==> src/rtl/seq_pattern_counter.sv <==
// seq_pattern_counter: serial pattern detector with match and ones counters.
// The detector state is the length of the longest pattern prefix that is a
// suffix of the sampled stream. The transition table is derived from PAT while
// the design elaborates, using a KMP-style failure function.
//
// Sampling protocol: en qualifies b. A bit is consumed on every rising edge
// where en=1 and clr=0. There is no backpressure. clr overrides en, and en=0
// holds every state except the one-cycle match pulse.
module seq_pattern_counter #(
  parameter int               PAT_W   = 4,
  parameter logic [PAT_W-1:0] PAT     = 4'b1011,
  parameter int               CNT_W   = 4,
  parameter int               OVERLAP = 1,
  parameter int               SAT     = 1,
  localparam int              ST_W    = $clog2(PAT_W + 1)
) (
  input  logic             clk,
  input  logic             rst,
  input  logic             b,
  input  logic             en,
  input  logic             clr,
  output logic [ST_W-1:0]  y,
  output logic             match,
  output logic [CNT_W-1:0] n,
  output logic [CNT_W-1:0] s,
  output logic             ovf
);

  // Pattern bit j in arrival order. The MSB of PAT arrives first.
  function automatic logic pat_bit(input int j);
    logic [PAT_W-1:0] v;
    v = PAT >> (PAT_W - 1 - j);
    return v[0];
  endfunction

  // The first len bits of the pattern, right-aligned.
  function automatic logic [31:0] prefix(input int len);
    logic [31:0] p;
    p = 32'(PAT);
    return (len == 0) ? 32'd0 : (p >> (PAT_W - len));
  endfunction

  // Failure function: the length of the longest proper border of prefix(len).
  function automatic int border(input int len);
    int          best;
    logic [31:0] mask;
    best = 0;
    for (int w = 1; w < len; w++) begin
      mask = (32'd1 << w) - 32'd1;
      if ((prefix(len) & mask) == prefix(w)) best = w;
    end
    return best;
  endfunction

  // Next prefix length after bit_in arrives in state k (k < PAT_W).
  // The detector falls back through the failure function until the next
  // pattern bit matches bit_in or the length reaches 0.
  function automatic int next_len(input int k, input logic bit_in);
    int j;
    j = k;
    for (int t = 0; t < PAT_W; t++) begin
      if (j > 0 && pat_bit(j) != bit_in) j = border(j);
    end
    if (pat_bit(j) == bit_in) j = j + 1;
    return j;
  endfunction

  // FULL is the state reached when a match completes. It is never stored,
  // because a completed match reloads RESTART instead.
  localparam logic [ST_W-1:0] FULL    = ST_W'(PAT_W);
  localparam logic [ST_W-1:0] RESTART = (OVERLAP != 0) ? ST_W'(border(PAT_W)) : '0;

  // Precomputed transition table, indexed by the current prefix length.
  logic [ST_W-1:0] w_nxt0 [PAT_W+1];
  logic [ST_W-1:0] w_nxt1 [PAT_W+1];

  for (genvar g = 0; g < PAT_W; g++) begin : g_tbl
    localparam int N0 = next_len(g, 1'b0);
    localparam int N1 = next_len(g, 1'b1);
    assign w_nxt0[g] = ST_W'(N0);
    assign w_nxt1[g] = ST_W'(N1);
  end
  // The state register never holds PAT_W, so this entry is never used.
  assign w_nxt0[PAT_W] = '0;
  assign w_nxt1[PAT_W] = '0;

  logic [ST_W-1:0]  r_y, w_y_nxt, w_k;
  logic             r_match, w_match_nxt;
  logic [CNT_W-1:0] r_n, w_n_nxt;
  logic [CNT_W-1:0] r_s, w_s_nxt;
  logic             r_ovf, w_ovf_nxt;

  // State and counter registers. Reset clears them immediately, without a clock edge.
  always_ff @(posedge clk or negedge rst) begin
    if (!rst) begin
      r_y     <= '0;
      r_match <= 1'b0;
      r_n     <= '0;
      r_s     <= '0;
      r_ovf   <= 1'b0;
    end else begin
      r_y     <= w_y_nxt;
      r_match <= w_match_nxt;
      r_n     <= w_n_nxt;
      r_s     <= w_s_nxt;
      r_ovf   <= w_ovf_nxt;
    end
  end

  // Next-state logic. The priority is clr, then en, then hold.
  // Each counter either saturates or wraps; a wrap sets the sticky ovf flag.
  always_comb begin
    w_y_nxt     = r_y;
    w_match_nxt = 1'b0;
    w_n_nxt     = r_n;
    w_s_nxt     = r_s;
    w_ovf_nxt   = r_ovf;
    w_k         = w_nxt0[r_y];
    if (clr) begin
      w_y_nxt   = '0;
      w_n_nxt   = '0;
      w_s_nxt   = '0;
      w_ovf_nxt = 1'b0;
    end else if (en) begin
      w_k = b ? w_nxt1[r_y] : w_nxt0[r_y];
      if (w_k == FULL) begin
        w_y_nxt     = RESTART;
        w_match_nxt = 1'b1;
        if (r_n != '1) begin
          w_n_nxt = r_n + 1'b1;
        end else if (SAT == 0) begin
          w_n_nxt   = '0;
          w_ovf_nxt = 1'b1;
        end
      end else begin
        w_y_nxt = w_k;
      end
      if (b) begin
        if (r_s != '1) begin
          w_s_nxt = r_s + 1'b1;
        end else if (SAT == 0) begin
          w_s_nxt   = '0;
          w_ovf_nxt = 1'b1;
        end
      end
    end
  end

  assign y     = r_y;
  assign match = r_match;
  assign n     = r_n;
  assign s     = r_s;
  assign ovf   = r_ovf;

endmodule

==> config.mk <==
export PLATFORM = sky130hd
export DESIGN_NAME = seq_pattern_counter
export DESIGN_NICKNAME = d
export VERILOG_FILES = /design/src/rtl/seq_pattern_counter.sv
export SDC_FILE = /design/constraint.sdc
export NUM_CORES = 1
export LEC_CHECK = 0
export CAP_MARGIN = 20
export CORE_AREA = 3 3 40 42
export CTS_BUF_LIST = sky130_fd_sc_hd__clkbuf_4 sky130_fd_sc_hd__clkbuf_8
export DETAILED_ROUTE_END_ITERATION = 10
export DIE_AREA = 0 0 43 45
export PLACE_DENSITY = 0.88
export REMOVE_ABC_BUFFERS = 1
export SLEW_MARGIN = 40
export SYNTH_ARGS = -nofsm -noshare
export SYNTH_HDL_FRONTEND = slang
export SYNTH_SLANG_ARGS = --single-unit
==> constraint.sdc <==
create_clock -name clk -period 4.2 [get_ports clk]
set_input_delay 0.42 -clock clk [delete_from_list [all_inputs] [get_ports clk]]
set_output_delay 0.42 -clock clk [all_outputs]
set_load 0.005 [all_outputs]
### Word level (Yosys, flattened, before mapping)

Memory sizes are Yosys's and may differ from the RTL's.
Cells that the tools add are included.
Widths: inputs -> output; s select.

* add/subtract/negate cells: 2
* $lt $le $gt $ge: 1
* equal/unequal tests: 3
* mux-type cells: 19
* bitwise gates (word level): 1
* reductions and logical operators: 7

Operator list (number)
* $mux 4: 8
* $mux 3: 8
* $reduce_bool 2->1: 5
* $add 4x1->4 const B: 2
* $ne 4x4->1 const B: 2
* $reduce_and 3->1: 2
* $ge 4x4->1 const B: 1
* $not 3->4: 1
* $eq 3x3->1 const B: 1
* $mux 1: 3

* register bits after elaboration: 12
* bits in read-only memories: 48
* output and inout port bits: 13
* word-level logic and storage cells: 39
* memories kept: 2

Memory list
* (no name shown): depth 8, bits a word 3, rd ports 1, clocked after memory_dff 0, wr ports 0, line 125 `w_k = b ? w_nxt1[r_y] : w_nxt0[r_y];`
* (no name shown): depth 8, bits a word 3, rd ports 1, clocked after memory_dff 0, wr ports 0, line 125

### Depth between registers and ports, before layout

Gate-level depths: netlist (run 1).

* depth in word-level cells: 9
* mapped depth: 4
* mapped depth without buffers: 4

### Worst setup path before layout (run 1)

OpenSTA, ideal clock, no wires.

* kind: reg-to-reg
* start: register r_n[0] (netlist: n[0])
* end: register r_n[0] (netlist: n[0])
* data arrival time: 1.288 ns
* required time: 4.072 ns
* path slack: 2.784 ns
* cell stages (with the launch flop): 4
* path buffers: 0
* clock period less this slack: 1.416 ns
* path through: dfrtp_1 ha_1 a311oi_2 mux2_1

* longest elaborated chain between the ends: 5
* elaborated cells between the ends (all ways): 8
* those cells by class: add/sub (1); eq/ne (1); mux (4); reduce/logical (2)

RTL lines
* from (decl): line 89 `logic [CNT_W-1:0] r_n, w_n_nxt;`
* from (signal assigned): line 104 `r_n <= w_n_nxt;`
* $add 4x1->4: line 130 `w_n_nxt = r_n + 1'b1;`
* $mux 4: line 129 `if (r_n != '1) begin`
* $mux 4: line 126 `if (w_k == FULL) begin`
* $mux 4: line 124 `end else if (en) begin`
* $mux 4: line 119 `if (clr) begin`

Several ways; a longest one is shown, not always the timed one. The select of a mux whose other input is x is not followed.
A chain may end at the register's enable or synchronous reset.

### Worst setup path in the final report (run 1)

* start: input en
* end: register r_n[0] (netlist: n[0])

* longest elaborated chain between the ends: 2

RTL lines
* from (decl): line 20 `input logic en,`
* $reduce_bool 2->1 (no line)
* $reduce_and 3->1 (no line)

Every way passes these cells.

==> results.json, run 1 <==
{
  "drt_iter0_drc": 3,
  "arrival_ps": 1920,
  "syn-cell-area_um2": 631,
  "syn_area_per_cell_um2": 10.3,
  "rsz0062_at_grt": "no",
  "area_growth_pct": 32.3,
  "crit_start": "en",
  "clk_pin_slew_worst_paths_ps": 70,
  "yosys_most_used_dff": "dfrtp_1",
  "start_kind": "primary input",
  "leakage_nw": 0.346,
  "clk_path_buf_depth": 2,
  "hold_buffers": 0,
  "slew_headroom_pct": 64.3,
  "ir_drop_mv": 0.195,
  "syn_inst": 61,
  "hold_ws_ps": 494,
  "instances_no_fill": 94,
  "cellPowerDensity_nw_per_um2": 273,
  "die_area_um2": 1940,
  "fillCellCount": 116,
  "critical_path_class": "in2reg",
  "period_needed_ps": 1770,
  "coreArea_um2": 1280,
  "r2r-start": "n[0]",
  "regArea_um2": 300,
  "antenna_left": 0,
  "final_hold_viol_count": 0,
  "reg2reg_slack_ps": 2700,
  "drt_pass1_iterations": 4,
  "cts_setup_buffers": 0,
  "htree_levels": 1,
  "skew_ps": 4.64,
  "setup.worst_path.end_class": "flop",
  "cap_viol_max_count": 0,
  "cts_tree": "built",
  "synth_cell_types": 30,
  "drive_above_1_share_pct": 8.86,
  "status": "finished, final reports clean",
  "drc": 0,
  "grt_pass1_vias": 514,
  "yosysWarnings": 0,
  "numCtsBuffers": 3,
  "fmax_mhz": 564,
  "initial_utilization_pct": 49.1,
  "layout.nets": 87,
  "gr-total-overflow": 0,
  "ios": 18,
  "synthArstFlopShare_pct": 100,
  "synth_seq_cells": 12,
  "grt_max_degree": 15,
  "hpwl_um": 914,
  "netlist.area_leader.share_pct": 47.6,
  "slew_viol_final": 0,
  "vias": 529,
  "antenna_found_initial": 0,
  "numPortBuffers": 16,
  "setup_viol": 0,
  "critPathCapture": "n[0]",
  "layout_commonest_cell": "clkdlybuf4s50_1",
  "wl_per_cell_um": 13.1,
  "tns_ps": 0,
  "grt_pass1_wl_mm": 2.22,
  "clock-root-buffer": "clkbuf_4",
  "worst_slew_pin_slew_ps": 533,
  "track_usage_pct": 15.7,
  "die_h_um": 45,
  "cts_resized": 0,
  "report.power.total_w": 0.000227,
  "most-common-layout-cells": "clkdlybuf4s50_1, dfrtp_1, a21oi_1",
  "rr_endpoint": "n[0]",
  "gp_congestion": 0.765,
  "ys_seq_area_share_pct": 47.6,
  "fin_crit_sh_pct": 42.2,
  "die_x_um": 43,
  "rows": 13,
  "clock-sinks": 12,
  "critPathRequiredTime_ps": 4350,
  "numPlacedInstances": 90,
  "yosys.area.top_type": "dfrtp_1",
  "synth_edf_count": 0,
  "ff2ff_path_depth": 3,
  "synthTopCellsByArea": "dfrtp_1, a21oi_1, ha_1, nand3b_1, nand2b_1",
  "routed_via_density": 5.63,
  "n_antenna_cell": 0,
  "clkLatencyLatePin_ps": 270,
  "multiInputGateArea_um2": 308,
  "totalWireLength_mm": 1.23,
  "hp-class": "in2async",
  "critPathMaxFanout": 7
}
-- critical path, stage by stage --
cell and delay (ps):
clkdlybuf4s50_1 600, nand4_2 190, a311oi_2 350, mux2_1 370
-- cell usage after synthesis (2+ instances only) --
cell type,instances
nor2b_1,2
nand2b_1,3
dfrtp_1,12
inv_1,3
o21ai_0,2
nor3b_1,2
ha_1,2
nand2_1,3
nand3_1,2
a21oi_1,6
or3_1,3
nand3b_1,3
-- final cells by class --
type,instances,area share [%]
timing repair buffer,16,19.2
sequential,12,36.0
tap,15,2.25
inverter,3,1.35
multi-input combinational,44,36.9
clock buffer,4,4.35
-- state kept, by name, indices dropped and copies added (netlist names) --
register,cells
y,3
match,1
n,4
s,4
-- per-layer routing --
layer,vias to the layer above,GRT usage (%),share of wire (%)
met5,-,0,0
met4,0,7.23,0
met3,0,5.18,7.1
met2,19,26.6,49
met1,251,18.2,44
li1,259,-,-
-- logic make-up (layout without fill, tap and decap cells) --
kind of cell / Yosys count / count (layout) / share of synthesized area, %
multiplexers: 3 / 3 / 5.16
buffers and inverters: 5 / 23 / 3.57
AND/OR/NAND/NOR: 24 / 24 / 24.0
adder cells (fa/ha/maj): 2 / 2 / 3.97
AO/OA/AOI/OAI: 14 / 14 / 15.1
flip-flops: 12 / 12 / 47.6
other: 1 / 1 / 0.595
-- power by group --
part	total, W	switching (W)	leakage [nW]	internal (W)
registers	0.000119	0.00000203	0.166	0.000117
logic	0.0000185	0.00000936	0.159	0.00000916
clock network	0.0000898	0.0000371	0.0210	0.0000527
total	0.000227	0.0000485	0.346	0.000179
-- stage by stage --
step | worst slack [ps] | util [%] | instance area [um^2]
after CTS | 2450 | 64.9 | 835
after detailed placement | 2160 | 62.1 | 798
after global routing | 2360 | 64.9 | 835
final | 2430 | 64.9 | 835
after floorplan | 2780 | - | 619
after global placement | 2200 | 62.1 | 798
-- worst min-delay path by stage --
stage / startpoint / end / slack (ps)
6_report: rst / n[3] / 490
5_1_grt: rst / n[3] / 520
4_1_cts: rst / n[3] / 500
3_5_place_dp: s[2] / s[2] / 520
3_3_place_gp: s[2] / s[2] / 510
2_1_floorplan: rst / match / 120
No activity file was read; power rests on OpenSTA's default activity.
==> run 2, diff against run 1 <==
CORE_AREA = default   (was 3 3 40 42)
CORE_MARGIN = 3   (was default)
CORE_UTILIZATION = 43   (was default)
DIE_AREA = default   (was 0 0 43 45)
PLACE_DENSITY = 0.84   (was 0.88)
clock period = 1.49 ns   (was 4.2 ns; I/O delays follow)
==> run 2 against run 1 <==
Compared with the run above:
- via count up 4.0%
- sequential share of layout area decreased by 1.5 points
- register-to-register slack got worse by 2600 ps
- cell area rose by 4.8%
- sequential cell count stayed put
- hold slack worse by 270 ps
- clock skew is 1.2 ps lower
- global-route usage grew 0.92 points
- die area is 1.4% higher
- sequential power increased to 2.8 times the previous value
==> results.json, run 2 (synthesis results as in run 1) <==
{
  "status": "finished, final reports clean",
  "initial_utilization_pct": 47.3,
  "clkLatencyLatePin_ps": 270,
  "totalWireLength_mm": 1.36,
  "coreArea_um2": 1330,
  "sw_frac_of_total_pct": 23.1,
  "die_area_um2": 1960,
  "path_buf_inv": 2,
  "vias": 550,
  "final_hold_viol_count": 0,
  "clock-sinks": 12,
  "numPlacedInstances": 97,
  "layout_commonest_cell": "clkdlybuf4s50_1",
  "cpLargestDelayFamily": "buffers and inverters",
  "antenna_left": 0,
  "numCtsBuffers": 3,
  "cts_tree": "built",
  "drc": 0,
  "cts_setup_buffers": 0,
  "clk_pin_slew_worst_paths_ps": 70,
  "hold_ws_ps": 223,
  "clk_path_buf_depth": 2,
  "antenna_found_initial": 0,
  "wl_per_cell_um": 13.6,
  "slew_headroom_pct": 64.3,
  "fin_ws_ps": 68.8,
  "ios": 18,
  "arrival_ps": 1270,
  "instances_no_fill": 100,
  "pwr-share-comb_pct": 10.6,
  "setup_viol": 0,
  "hp-class": "in2async",
  "setup.worst_path.end_class": "output port",
  "hpwl_mm": 1.06,
  "area_growth_pct": 38.7,
  "rsz0062_at_grt": "no",
  "p_sw_w": 0.000137,
  "most-common-layout-cells": "clkdlybuf4s50_1, dfrtp_1, buf_4, a21oi_1",
  "pwr-share-clk_pct": 33.0,
  "worst_slew_pin_slew_ps": 534,
  "grt_pass1_wl_mm": 2.30,
  "gp_congestion": 0.706,
  "track_usage_pct": 16.7,
  "skew_ps": 3.44,
  "htree_levels": 1,
  "slew_viol_final": 0,
  "die_h_um": 44.3,
  "cellPowerDensity_nw_per_um2": 679,
  "ir_drop_mv": 0.330,
  "cap_viol_max_count": 0,
  "fin_crit_sh_pct": 95.4,
  "crit_chain": "buf_4, clkdlybuf4s50_1",
  "routed_via_density": 5.50,
  "pwr-share-seq_pct": 56.4,
  "critPathMaxFanout": 4,
  "drt_iter0_drc": 7,
  "die_x_um": 44.3,
  "fmax_mhz": 704,
  "critPathRequiredTime_ps": 1340,
  "p_int_w": 0.000457,
  "tns_ps": 0,
  "critPathMaxStageDelay_ps": 490,
  "critPathSlowestCell": "clkdlybuf4s50_1",
  "layout.nets": 94,
  "drive_above_1_share_pct": 16.5,
  "numPortBuffers": 16,
  "drt_pass1_iterations": 2,
  "grt_max_degree": 13,
  "leakage_nw": 0.372,
  "clock-root-buffer": "clkbuf_4",
  "post-place-ws_ps": -139,
  "grt_pass1_vias": 520,
  "report.power.total_w": 0.000594,
  "n_antenna_cell": 0,
  "critical_path_class": "reg2out",
  "start_kind": "flop",
  "period_needed_ps": 1420,
  "rows": 13,
  "gr-total-overflow": 0
}
run 2: power groups by stage:
stage                     Sequential (W)  Clock, W  Combinational [W]
after floorplan                 0.000342         0          0.0000153
after global placement          0.000341         0          0.0000620
after detailed placement        0.000341         0          0.0000639
after CTS                       0.000335  0.000204          0.0000639
after global routing            0.000336  0.000219          0.0000699
final                           0.000335  0.000196          0.0000630
run 2: metal layers:
metal / up-vias / GRT usage (%) / part of all wire, % / wire (um)
met2: 15 / 27.6 / 49 / 667
li1: 272 / - / - / -
met5: - / 0 / 0 / 0
met4: 0 / 5.42 / 0.81 / 11
met3: 2 / 6.10 / 6.7 / 91
met1: 261 / 19.9 / 43 / 589
run 2: per-stage QoR:
stage                     area, um^2  util (%)
final                            875      65.6
after global routing             875      65.6
after CTS                        873      65.5
after detailed placement         851      63.8
after global placement           851      63.8
after floorplan                  619         -
run 2: worst paths after layout:
path / end / slack, ps / cells past startpoint / startpoint
worst max-delay path: n[0] / 70 / 2 / n[0]
worst min-delay path: match / 220 / 1 / rst
worst max register to register: n[0] / 70 / 3 / n[0]
worst min register to register: s[2] / 540 / 1 / s[2]
max in group asynchronous: y[2] / 880 / 1 / rst
min in group clk: s[2] / 540 / 1 / s[2]
run 2: layout make-up:
type	instances	area, um^2
multi-input cells	44	308
flip-flops and latches	12	302
repair buffers	23	213
well taps	15	18.8
inverters	3	11.3
fillers	122	459
clock buffers	3	22.5
run 2: timing repair:
| item | CTS | global route |
|---|---|---|
| resized for setup | 0 | 1 |
| hold buffers | 0 | 0 |
| setup endpoints to repair | 0 | 2 |
